$ cat src/rtl/instruction_issue.sv
// instruction_issue: fetches instruction words from RAM starting at base_addr,
// issues them to the decoder one at a time and stalls on fetch/compute
// handshakes. Opcode 0x82 ends the program.
// Optional feature: define INSTR_HOLD_EN to add the resume port and HOLD state
// (opcode 0x44 parks the issuer until resume).
module instruction_issue (
   input  logic        clk,
   input  logic        rst,
   input  logic        start,
   input  logic [15:0] base_addr,
   output logic        instr_rd_en,
   output logic [15:0] instr_rd_addr,
   input  logic [63:0] instr_rd_data,
   output logic [63:0] instruction,
   output logic        instr_enable,
   input  logic        fetch_done,
   input  logic        compute_done,
   output logic        busy,
   output logic        prog_done,
   output logic [15:0] issue_count
`ifdef INSTR_HOLD_EN
   ,
   input  logic        resume
`endif
);

   typedef enum logic [2:0] {
      IDLE      = 3'd0,
      READ      = 3'd1,
      WAIT_DATA = 3'd2,
      ISSUE     = 3'd3,
      WAIT_ACK  = 3'd4,
      DONE      = 3'd5
`ifdef INSTR_HOLD_EN
      ,
      HOLD      = 3'd6
`endif
   } state_t;

   state_t      state, state_next;
   logic [15:0] pc, pc_next;
   logic [63:0] capture, word_next;
   logic        ack_compute, ack_compute_next;
   logic [15:0] count_next;

   // Next-state, program counter, capture and issue-count logic
   always_comb begin
      state_next       = state;
      pc_next          = pc;
      word_next        = capture;
      ack_compute_next = ack_compute;
      count_next       = issue_count;
      case (state)
         IDLE, DONE: begin
            if (start) begin
               pc_next    = base_addr;
               count_next = '0;
               state_next = READ;
            end
         end
         READ: state_next = WAIT_DATA;
         WAIT_DATA: begin
            word_next  = instr_rd_data;
            state_next = ISSUE;
         end
         ISSUE: begin
            pc_next = pc + 16'd1;
            if (issue_count != 16'hFFFF) count_next = issue_count + 16'd1;
            case (capture[63:56])
               8'h01, 8'h02, 8'h04: begin
                  ack_compute_next = 1'b0;
                  state_next       = WAIT_ACK;
               end
               8'h81: begin
                  ack_compute_next = 1'b1;
                  state_next       = WAIT_ACK;
               end
               8'h82: state_next = DONE;
`ifdef INSTR_HOLD_EN
               8'h44: state_next = HOLD;
`endif
               default: state_next = READ;
            endcase
         end
         WAIT_ACK: begin
            if (ack_compute ? compute_done : fetch_done) state_next = READ;
         end
`ifdef INSTR_HOLD_EN
         HOLD: begin
            if (resume) state_next = READ;
         end
`endif
         default: state_next = IDLE;
      endcase
   end

   // State register
   always_ff @(posedge clk or posedge rst) begin
      if (rst) state <= IDLE;
      else     state <= state_next;
   end

   // Datapath and outputs, registered from the next state so each output
   // is valid during the state it belongs to
   always_ff @(posedge clk or posedge rst) begin
      if (rst) begin
         pc            <= '0;
         capture       <= '0;
         ack_compute   <= 1'b0;
         issue_count   <= '0;
         instr_rd_en   <= 1'b0;
         instr_rd_addr <= '0;
         instr_enable  <= 1'b0;
         instruction   <= '0;
         busy          <= 1'b0;
         prog_done     <= 1'b0;
      end else begin
         pc           <= pc_next;
         capture      <= word_next;
         ack_compute  <= ack_compute_next;
         issue_count  <= count_next;
         instr_rd_en  <= (state_next == READ);
         instr_enable <= (state_next == ISSUE);
         busy         <= !((state_next == IDLE) || (state_next == DONE));
         prog_done    <= (state_next == DONE);
         if (state_next == READ)  instr_rd_addr <= pc_next;
         if (state_next == ISSUE) instruction   <= word_next;
      end
   end

endmodule

$ cat config.mk
export PLATFORM = sky130hd
export DESIGN_NAME = instruction_issue
export DESIGN_NICKNAME = d
export VERILOG_FILES = /design/src/rtl/instruction_issue.sv
export SDC_FILE = /design/constraint.sdc
export NUM_CORES = 1
export LEC_CHECK = 0
export ABC_AREA = 1
export CORE_MARGIN = 2
export CORE_UTILIZATION = 45
export DETAILED_ROUTE_END_ITERATION = 12
export DONT_BUFFER_PORTS = 1
export PLACE_DENSITY = 0.71
export SETUP_SLACK_MARGIN = 0.15
export SLEW_MARGIN = 25
export SYNTH_ARGS = -nofsm -noshare
export SYNTH_HDL_FRONTEND = slang
export SYNTH_SLANG_ARGS = --single-unit
$ cat constraint.sdc
create_clock -name clk -period 3.9 [get_ports clk]
set_input_delay 0.195 -clock clk [delete_from_list [all_inputs] [get_ports clk]]
set_output_delay 0.195 -clock clk [all_outputs]
set_load 0.01 [all_outputs]
==> load_flow_metrics.sql <==
INSERT INTO impl_metrics (metric_group, metric, value, unit) VALUES
('run_status', 'outcome', 'complete, no violations', ''),
('layout', 'final_net_count', '899', ''),
('global_route', 'global_route.usage.total', '21.8', '%'),
('power', 'power.net_switching', '2.64', 'mW'),
('logic_synthesis', 'yosys.cell_count.top_type', 'sky130_fd_sc_hd__nand2_1', ''),
('cts', 'number_of_buffers_inserted_during_clock_tree_synthesis', '17', ''),
('power', 'cellInternalPower', '3.48', 'mW'),
('logic_synthesis', 'syn_area', '0.00602', 'mm2'),
('logic_synthesis', 'synth_enable_flop_cells', '0', ''),
('drt', 'totalWireLength', '14800', 'um'),
('floorplanning', 'ioPinCount', '185', ''),
('floorplanning', 'die_w', '120', 'um'),
('timing', 'period_share', '61.0', '%'),
('global_route', 'grt_pass1_vias', '5013', ''),
('logic_synthesis', 'post-synth-top-area-cell', 'sky130_fd_sc_hd__dfrtp_1', ''),
('timing', 'slew_violations', '0', ''),
('timing', 'timing.max_slew.rel_slack', '47.8', '%'),
('logic_synthesis', 'ys.flop_type', 'sky130_fd_sc_hd__dfrtp_1', ''),
('worst_setup_path', 'crit_start_category', 'register', ''),
('global_route', 'number_of_antenna_violations_at_the_first_check_in_global_routing', '0', ''),
('timing', 'worst-slew-pin-transition', '0.783', 'ns'),
('power', 'share_comb_of_total_power', '31.5', '%'),
('placement', 'place.gp.congestion', '0.818', ''),
('worst_setup_path', 'crit_type', 'reg -> reg', ''),
('run', 'cap_violations', '0', ''),
('drt', 'post_drt_wl_per_cell', '14.8', 'um'),
('worst_setup_path', 'cp-end-kind', 'register', ''),
('drt', 'dr.first_iter.drc_count', '349', ''),
('global_route', 'pin_count_of_the_biggest_net_entering_global_routing', '139', ''),
('layout', 'layout-area-overhead-vs-synth', '24.7', '%'),
('power', 'max-vdd-ir-drop', '0.381', 'mV'),
('timing', 'worst_clk_skew', '0.00525', 'ns'),
('floorplanning', 'floorplan.core_area', '0.0131', 'mm2'),
('power', 'power.sequential.fraction', '43.6', '%'),
('drt', 'route.vias.total', '4985', ''),
('timing', 'grt_setup_unrepaired', 'no', ''),
('cts', 'root_buffer', 'sky130_fd_sc_hd__clkbuf_16', ''),
('placement', 'placed_area', '0.00615', 'mm2'),
('logic_synthesis', 'synth.net_count', '828', ''),
('layout', 'n_antenna_cell', '0', ''),
('drt', 'antenna_violating_nets_post_route', '0', ''),
('timing', 'period_minus_slack', '2.38', 'ns'),
('logic_synthesis', 'synth_cells', '741', ''),
('timing', 'fmax', '421', 'MHz'),
('power', 'clockPowerShare', '24.9', '%'),
('cts', 'htree_levels', '4', ''),
('logic_synthesis', 'ys_warn_count', '0', ''),
('logic_synthesis', 'synth.top_cells.by_count', 'sky130_fd_sc_hd__nand2_1 (186), sky130_fd_sc_hd__dfrtp_1 (128), sky130_fd_sc_hd__inv_1 (126), sky130_fd_sc_hd__o21ai_0 (80), sky130_fd_sc_hd__nand3_1 (58)', ''),
('timing', 'total_setup_violations_reported_at_the_end_of_the_flow', '0', ''),
('logic_synthesis', 'synthTopCellsByArea', 'sky130_fd_sc_hd__dfrtp_1 (53%), sky130_fd_sc_hd__nand2_1 (12%), sky130_fd_sc_hd__inv_1 (7.9%)', ''),
('cts', 'max-clock-path-buffers', '2', ''),
('drt', 'drt_pass1_iterations', '5', ''),
('layout', 'stdcell_area', '0.00750', 'mm2'),
('timing', 'timing_hold_violations_final', '0', ''),
('cts', 'post-cts-setup-buffer-count', '0', ''),
('floorplanning', 'floorplan.die_area', '0.0143', 'mm2'),
('logic_synthesis', 'yosys_register_bits', '128', ''),
('placement', 'detailedPlacementHpwl', '9340', 'um'),
('placement', 'placement.io_buffers', '0', ''),
('global_route', 'overflow', '0', ''),
('worst_setup_path', 'arrival', '2.73', 'ns'),
('logic_synthesis', 'post_synth.cell_area_avg', '8.12', 'um2'),
('power', 'leakagePower', '3.57', 'nW'),
('floorplanning', 'dieHeight', '120', 'um'),
('worst_setup_path', 'critPathMaxFanout', '21', ''),
('global_route', 'global_route_wire_length_before_repair', '24500', 'um'),
('logic_synthesis', 'synth_largest_type_area_fraction', '53.2', '%'),
('logic_synthesis', 'synth_cell_type_count', '35', ''),
('cts', 'cts_num_sinks', '128', ''),
('layout', 'post_route_cells_drive_above_1_share', '7.15', '%'),
('floorplanning', 'placementRows', '42', '');
-- final cells by class --
class                   instances  area, um2
clock buffers                  18        439
multi-input cells             452       2180
clock inverters                14        133
inverters                     132        498
repair buffers                 81        828
flip-flops and latches        128       3200
fillers                      1112       5640
well taps                     176        220
-- layer usage --
metal	up-vias	wire length, um	GRT usage, %
li1	2472	-	-
met1	2306	6290	27.1
met4	0	258	8.38
met2	187	7110	35.5
met3	20	1150	7.03
met5	-	0	0
-- worst max-delay path: stages, from the launching register on --
cell and delay [ns]:
sky130_fd_sc_hd__dfrtp_1 0.52, sky130_fd_sc_hd__nand3_2 0.38, sky130_fd_sc_hd__inv_2 0.45, sky130_fd_sc_hd__nand3_1 0.23
sky130_fd_sc_hd__a21oi_4 0.46, sky130_fd_sc_hd__nand3_1 0.16, sky130_fd_sc_hd__nand2_1 0.10
-- sequential cells by signal, summed over array words and instances, names as in the netlist --
| register | cells |
|---|---|
| instruction | 64 |
| instr_rd_addr | 16 |
| issue_count | 16 |
| pc | 16 |
| capture | 8 |
| state | 3 |
| ack_compute | 1 |
| busy | 1 |
| instr_enable | 1 |
| instr_rd_en | 1 |
| prog_done | 1 |
-- worst paths after layout --
check | startpoint | to | slack [ns] | depth (start not counted)
worst max-delay path | state[0] | instr_rd_addr[1] | 1.52 | 6
worst min-delay path | base_addr[9] | pc[9] | 0.03 | 4
worst max register to register | state[0] | instr_rd_addr[1] | 1.52 | 6
worst min register to register | ack_compute | ack_compute | 0.53 | 2
max in group asynchronous | rst | issue_count[2] | 2.69 | 3
min in group asynchronous | rst | instruction[13] | 0.39 | 2
-- through the flow --
step	setup WS [ns]	util [%]	total power, mW	hold WS, ns
3_5_place_dp	1.49	46.8	4.56	0.266
6_report	1.52	57.1	6.13	0.0254
3_3_place_gp	1.60	46.8	4.49	0.249
2_1_floorplan	0.292	-	4.09	0.316
5_1_grt	1.34	57.1	6.64	0.0318
4_1_cts	1.48	57.1	6.17	0.00574
-- power groups by stage --
| stage | Clock, mW | Sequential, mW | Combinational, mW |
|---|---|---|---|
| final | 1.53 | 2.67 | 1.93 |
| after detailed placement | 0 | 2.67 | 1.89 |
| after global placement | 0 | 2.68 | 1.81 |
| after CTS | 1.56 | 2.67 | 1.94 |
| after global routing | 1.63 | 2.75 | 2.25 |
| after floorplan | 0 | 2.52 | 1.58 |
-- placed cells by master, fill, tap and decap left out, types with 3 or more instances in the layout --
cell,count
sky130_fd_sc_hd__nand3_1,58
sky130_fd_sc_hd__nor2_1,39
sky130_fd_sc_hd__inv_1,125
sky130_fd_sc_hd__o21bai_1,18
sky130_fd_sc_hd__o21ai_0,80
sky130_fd_sc_hd__nand2_2,5
sky130_fd_sc_hd__xor2_1,7
sky130_fd_sc_hd__o22ai_1,4
sky130_fd_sc_hd__inv_6,4
sky130_fd_sc_hd__nor3_1,6
sky130_fd_sc_hd__dlygate4sd3_1,78
sky130_fd_sc_hd__o21ai_1,7
sky130_fd_sc_hd__inv_2,6
sky130_fd_sc_hd__a21oi_1,8
sky130_fd_sc_hd__nand4_1,12
sky130_fd_sc_hd__dfrtp_1,128
sky130_fd_sc_hd__nand2_1,186
sky130_fd_sc_hd__clkinv_4,4
sky130_fd_sc_hd__clkinvlp_4,3
sky130_fd_sc_hd__clkbuf_16,17
-- what timing repair did --
action                                 4_1_cts  5_1_grt
hold buffers                                78        0
resized for setup                            0        0
endpoints found under the hold margin      146        0
-- cells by family (layout without fill, tap and decap cells) --
family / Yosys count / after routing / synth area share, %
XOR/XNOR: 9 / 9 / 1.31
AND/OR/NAND/NOR: 316 / 316 / 22.6
AO/OA/AOI/OAI: 125 / 125 / 11.8
flip-flops: 128 / 128 / 53.2
adder cells (fa/ha/maj): 2 / 2 / 0.416
buffers and inverters: 161 / 245 / 10.6
No activity file was read; power rests on OpenSTA's default activity.
